[src/rtl/nes_pkg.sv]
// Shared NES bus constants and the DMA state encoding used by the OAM DMA,
// bus arbiter and APU DMA blocks.
package nes_pkg;

  localparam logic [15:0] DMA_REG_ADDR = 16'h4014;
  localparam logic [15:0] OAMDATA_ADDR = 16'h2004;

  typedef enum logic [2:0] {
    S_IDLE  = 3'd0,
    S_HALT  = 3'd1,
    S_ALIGN = 3'd2,
    S_READ  = 3'd3,
    S_WRITE = 3'd4
  } dma_state_t;

endpackage

[src/rtl/nes_oam_dma.sv]
// OAM DMA: snoops CPU writes to $4014, halts the CPU and copies one 256-byte
// page into PPU OAM via $2004 using get/put-aligned read/write cycle pairs.
//
// state   | meaning
// --------+-----------------------------------------------------------
// S_IDLE  | waiting for a CPU write to the trigger register
// S_HALT  | CPU halted, waiting for it to reach a read cycle
// S_ALIGN | one dummy cycle so that every READ lands on a get cycle
// S_READ  | DMA reads {page, idx} from the bus
// S_WRITE | DMA writes the fetched byte to OAMDATA, advances idx
module nes_oam_dma
  import nes_pkg::dma_state_t;
  import nes_pkg::S_IDLE;
  import nes_pkg::S_HALT;
  import nes_pkg::S_ALIGN;
  import nes_pkg::S_READ;
  import nes_pkg::S_WRITE;
#(
  parameter logic [15:0] DMA_REG_ADDR = nes_pkg::DMA_REG_ADDR,
  parameter logic [15:0] OAMDATA_ADDR = nes_pkg::OAMDATA_ADDR
) (
  input  logic        clk,
  input  logic        rst,
  input  logic [15:0] cpu_addr,
  input  logic [7:0]  cpu_dout,
  input  logic        cpu_rw,
  input  logic [7:0]  bus_din,
  output logic        cpu_halt,
  output logic        dma_active,
  output logic [15:0] dma_addr,
  output logic [7:0]  dma_dout,
  output logic        dma_rw
);

  dma_state_t  state;
  logic [7:0]  page;
  logic [7:0]  idx;
  logic [7:0]  data;
  logic        parity;
  logic        trigger;

  assign trigger = !cpu_rw && (cpu_addr == DMA_REG_ADDR);

  // parity: 0 = get cycle, 1 = put cycle; runs regardless of DMA activity
  always_ff @(posedge clk or posedge rst) begin
    if (rst) begin
      state  <= S_IDLE;
      parity <= 1'b0;
      page   <= 8'h00;
      idx    <= 8'h00;
      data   <= 8'h00;
    end else begin
      parity <= ~parity;
      case (state)
        S_IDLE: begin
          if (trigger) begin
            page  <= cpu_dout;
            idx   <= 8'h00;
            state <= S_HALT;
          end
        end
        S_HALT: begin
          // a 6502 write cycle cannot be stalled, so wait for a read
          if (cpu_rw) state <= parity ? S_READ : S_ALIGN;
        end
        S_ALIGN: state <= S_READ;
        S_READ: begin
          data  <= bus_din;
          state <= S_WRITE;
        end
        S_WRITE: begin
          idx   <= idx + 8'd1;
          state <= (idx == 8'hFF) ? S_IDLE : S_READ;
        end
        default: state <= S_IDLE;
      endcase
    end
  end

  // outputs depend on registered state only
  always_comb begin
    cpu_halt   = (state != S_IDLE);
    dma_active = 1'b0;
    dma_addr   = 16'h0000;
    dma_dout   = 8'h00;
    dma_rw     = 1'b1;
    case (state)
      S_READ: begin
        dma_active = 1'b1;
        dma_addr   = {page, idx};
      end
      S_WRITE: begin
        dma_active = 1'b1;
        dma_addr   = OAMDATA_ADDR;
        dma_dout   = data;
        dma_rw     = 1'b0;
      end
      default: ;
    endcase
  end

endmodule

[config.mk]
export PLATFORM = sky130hd
export DESIGN_NAME = nes_oam_dma
export DESIGN_NICKNAME = d
export VERILOG_FILES = /design/src/rtl/nes_pkg.sv /design/src/rtl/nes_oam_dma.sv
export SDC_FILE = /design/constraint.sdc
export NUM_CORES = 1
export LEC_CHECK = 0
export ABC_AREA = 1
export CORE_ASPECT_RATIO = 0.75
export CORE_MARGIN = 1
export CORE_UTILIZATION = 43
export CTS_CLUSTER_SIZE = 24
export DETAILED_ROUTE_END_ITERATION = 16
export PLACE_DENSITY = 0.89
export SYNTH_ARGS = -nofsm -noshare
export SYNTH_HDL_FRONTEND = slang
export SYNTH_SLANG_ARGS = --single-unit
[constraint.sdc]
create_clock -name clk -period 2.01 [get_ports clk]
set_clock_uncertainty 0.15 [all_clocks]
set_input_delay 0.402 -clock clk [delete_from_list [all_inputs] [get_ports clk]]
set_output_delay 0.402 -clock clk [all_outputs]
set_load 0.005 [all_outputs]
==> Word level (Yosys, flattened, before mapping) <==
Index checks and enable logic that the tools add are counted.
W data, S select, Z words.
{ "totals": {"register_bits": 28, "inputBits": 35} }
{ "classes": {"n_addsub": 1, "eq_ne": 8, "mux": 11, "n_bitwise": 1, "n_reduce_logical": 9} }
{ "op_table": {"columns": ["op", "count"], "rows": [
  ["$pmux W16 S2", 1],
  ["$eq A16 B15 Y1 const B", 1],
  ["$mux W8", 2],
  ["$pmux W8 S2", 1],
  ["$pmux W3 S5", 1],
  ["$add A8 B1 Y8 const B", 1],
  ["$eq A8 B8 Y1 const B", 1],
  ["$eq A3 B2 Y1 const B", 2],
  ["$mux W3", 2],
  ["$reduce_and A2 Y1", 3],
  ["$ne A2 B2 Y1 const B", 2],
  ["$eq A3 B1 Y1 const B", 1],
  ["$eq A3 B3 Y1 const B", 1],
  ["$logic_not A3 Y1", 1],
  ["$mux W1", 3],
  ["$reduce_bool A3 Y1", 1],
  ["$mux W2", 1],
  ["$reduce_bool A2 Y1", 1],
  ["$reduce_or A2 Y1", 1],
  ["$logic_and A1 B1 Y1", 1],
  ["$logic_not A1 Y1", 1],
  ["$not A1 Y1", 1]
]} }

==> Logic depth before layout (Yosys ltp) <==
Gate-level depths: netlist (run 1).
{ "depth": {"depth_word": 4, "ltp_mapped": 8, "depth_no_buf": 8} }

==> Worst setup path after synthesis (run 1) <==
OpenSTA, ideal clock, no wires.
{ "synth_path": {"path_type": "register -> output", "startpoint": "reg state[1]", "endpoint": "out dma_dout[1]", "arrival_time_ns": 1.070, "t_required_ns": 1.458, "path_slack_ns": 0.388, "stages_incl_launch_ff": 5, "n_path_buf": 1, "path_cell_list": "dfrtp_1 > nor3_4 > inv_2 > buf_2 > nor2_1"} }
{ "synth_between": {"elab_chain_cells": 2} }
{ "synth_lines": {"columns": ["item", "line_no", "text"], "rows": [
  ["start: declaration", "nes_oam_dma.sv:35", "dma_state_t state;"],
  ["start signal: assignment", "nes_oam_dma.sv:64", "if (cpu_rw) state <= parity ? S_READ : S_ALIGN;"],
  ["start signal: assignment", "nes_oam_dma.sv:73", "state <= (idx == 8'hFF) ? S_IDLE : S_READ;"],
  ["$eq A3 B3 Y1", "nes_oam_dma.sv:87", "case (state)"],
  ["$mux W8", "nes_oam_dma.sv:87", null],
  ["end: declaration", "nes_oam_dma.sv:31", "output logic [7:0] dma_dout,"]
]} }
Every way passes these cells.

==> Worst setup path after layout (run 1) <==
{ "layout_path": {"startpoint": "reg state[1]", "endpoint": "out dma_dout[4]"} }
The elaborated chain is that of the path after synthesis.

==> metrics, run 1 <==
Netlist cell types 21; Worst Hold Depth 1; wire per inst 14.4 um; MaxCap Viol Count 0; GP Congestion 0.910; failing checks setup timing; CTS sink cnt 28; final net count 349; Max-slew headroom 0.757; Antenna Violating Nets Remaining 0; Simple-Gate Fraction of Synth Area 0.387; crit start category flop; Via density 4.98; total track usage 0.242; Hold Crit Endpoint parity$_DFF_PP0_; Hold Fails Final Rpt 0; io pins 62; combinational family with the most area after synthesis simple AND/OR/NAND/NOR gates; Setup CP Type reg -> out; area leader, netlist dfrtp_1; Worst path depth 6; IO buf count 61; P&R area growth vs syn 63.6%; Clock Latency Late Sink 270 ps; total grt overflow 0; Max VDD drop 0.743 mV; Multi-input gate area 797 um^2; worst r2r src state[1]$_DFFE_PP0P_; Final WS setup -219 ps; crit path cell chain buf_6 -> nor3_4 -> clkinvlp_4 -> buf_6 -> nor2_4 -> buf_2; delay-heaviest family, CP buffers and inverters; Util after Layout 0.763; Register Area 702 um^2; post-synthesis instance total 221; fin crit period 2230 ps; DRT Pass-1 Iters 5; R2R setup slack 130 ps; Filler cells 218; DRT iter0 DRCs 116; Longest Clk Path Bufs 2; multiplexer share of the synthesized area 0; PwrDens 985 mW/mm^2; synthesized area per cell 7.18 um^2; dpl hpwl 2.77 mm; CTS tree yes; synthesized net count 257; run status complete, but fails checks; post-synth top area share 0.442; endpoints failing setup 26; Cell Area, Synth 0.00159 mm^2; Post-Synth XOR/XNOR Area 0; worst-case reg-to-reg path depth 8; post-synthesis compound-gate area fraction 0.0473; total CTS buffers 3; Tcrit/Tclk final 1.11; number of synthesized register bits 28; Synth Area in Adders 0.00789; core area 0.00340 mm^2; row count 18; Leakage 1.31 nW; die area 0.00394 mm^2; DR vias 1,802; slowest CP cell dfrtp_2; Worst EP required 1460 ps; Design Area, Final 0.00260 mm^2; chip width 72.1 um; min-delay worst type reg -> reg; reg2reg end idx[7]$_DFFE_PP0P_; Die Y-Extent 54.6 um; H-tree levels 1; Root Driver clkbuf_8; max-slew violations 0; clock transition at the registers of the reported paths 100 ps; CP Max Fanout 4; Placed Area 0.00228 mm^2; endpoint type of the worst setup path output pin; Post-route DRC 0; vias in the first global route 1,607; largest net degree at the start of global routing 29; initial antenna violation count 0; Critical Path AT 1680 ps; global-route wire length before repair 7.18 mm; RSZ-0062 raised after global routing true; YS warnings 0; Hold Startpoint parity$_DFF_PP0_; CP peak stage delay 430 ps; initial core utilization 0.467; Routed WL 5.20 mm; Slew @ Worst Pin 365 ps; number of buffers and inverters on the critical path 4; most frequent CP cell buf_6; ant diodes 0; ratio of cells with drive above 1 in the final layout 0.311; Max Clock Freq 449 MHz; Synth area leaders dfrtp_1 44%, nand2_1 14%, nor2_1 9.5%; post-synthesis sequential area ratio 0.442
[metal layers]
| metal | wire [um] | vias to the layer above | GRT usage |
|---|---|---|---|
| li1 | - | 872 | - |
| met1 | 2110 | 831 | 0.300 |
| met2 | 2560 | 78 | 0.444 |
| met3 | 342 | 21 | 0.0516 |
| met4 | 183 | 0 | 0.0523 |
| met5 | 0 | - | 0 |
[worst max path at each step]
stage                               from            to
finish              state[1]$_DFFE_PP0P_   dma_dout[4]
global route        state[1]$_DFFE_PP0P_   dma_dout[4]
CTS                 state[2]$_DFFE_PP0P_   dma_dout[4]
detailed placement  state[1]$_DFFE_PP0P_   dma_addr[6]
global placement    state[1]$_DFFE_PP0P_  dma_addr[13]
floorplan           state[1]$_DFFE_PP0P_   dma_dout[1]
[kinds of logic (layout without fill, tap and decap cells)]
group	count (synthesis)	count (layout)
AND/OR/NAND/NOR	135	135
buffers and inverters	42	133
adder cells (fa/ha/maj)	1	1
AO/OA/AOI/OAI	15	15
flip-flops	28	28
[flip-flops by register name, indices dropped and copies added, names as in the netlist]
name,count
data,8
idx,8
page,8
parity,1
state,3
[through the flow]
| step | power (mW) | hold slack [ps] | setup TNS [ps] | worst slack (ps) | instances |
|---|---|---|---|---|---|
| floorplan | 1.43 | 245 | 0 | 388 | 221 |
| global placement | 1.74 | 258 | 0 | 25.2 | 335 |
| detailed placement | 1.76 | 270 | -212 | -36.2 | 335 |
| CTS | 2.35 | 284 | -1530 | -170 | 360 |
| global route | 2.72 | 301 | -4690 | -264 | 362 |
| finish | 2.56 | 293 | -2920 | -219 | 362 |
[cells in the final DEF (no fill, tap or decap), drive strengths merged, types with 4 or more instances in the layout]
| cell | n |
|---|---|
| nor3 | 4 |
| inv | 35 |
| dfrtp | 28 |
| o21ai | 12 |
| nand2 | 60 |
| nand3 | 17 |
| clkdlybuf4s50 | 34 |
| buf | 57 |
| nand4 | 9 |
| nor2 | 42 |
[where the power goes]
part	internal (mW)	switching, mW
clock network	0.267	0.180
registers	0.748	0.134
logic	0.523	0.707
[what timing repair did]
item | in CTS | in global routing
hold buffers | 0 | 0
gates cloned | 2 | 0
setup endpoints to repair | 27 | 32
resized for setup | 130 | 35
buffers inserted | 19 | 5
endpoints found under the hold margin | 0 | 0
pin swaps | 10 | 8
[area by class of cell]
type	count	area share
clock buffers	3	0.0159
repair inverters	2	0.00578
inverters	35	0.0564
well taps	50	0.0241
flip-flops and latches	28	0.270
multi-input cells	151	0.307
clock inverters	1	0.0116
repair buffers	92	0.309
[synthesized netlist by cell type]
| master | number |
|---|---|
| and2_0 | 1 |
| buf_2 | 3 |
| inv_2 | 5 |
| nor3_1 | 1 |
| nand3_1 | 16 |
| nand4_2 | 1 |
| dfrtp_1 | 28 |
| a21oi_1 | 3 |
| buf_4 | 2 |
| nand3_4 | 1 |
| or2_1 | 2 |
| o21ai_0 | 12 |
| nor2_1 | 40 |
| nand4_1 | 8 |
| inv_1 | 30 |
| buf_6 | 2 |
| ha_1 | 1 |
| nand2_1 | 60 |
| nor2_2 | 2 |
| nor3_2 | 1 |
| nor3_4 | 2 |
Note: power is estimated with default switching activity, not from simulation.
==> run 2: changes to the inputs <==
GPL_ROUTABILITY_DRIVEN = 0   (was not set)
==> results of run 2 <==
Final layout, timing and power as in run 1 (identical DEF).
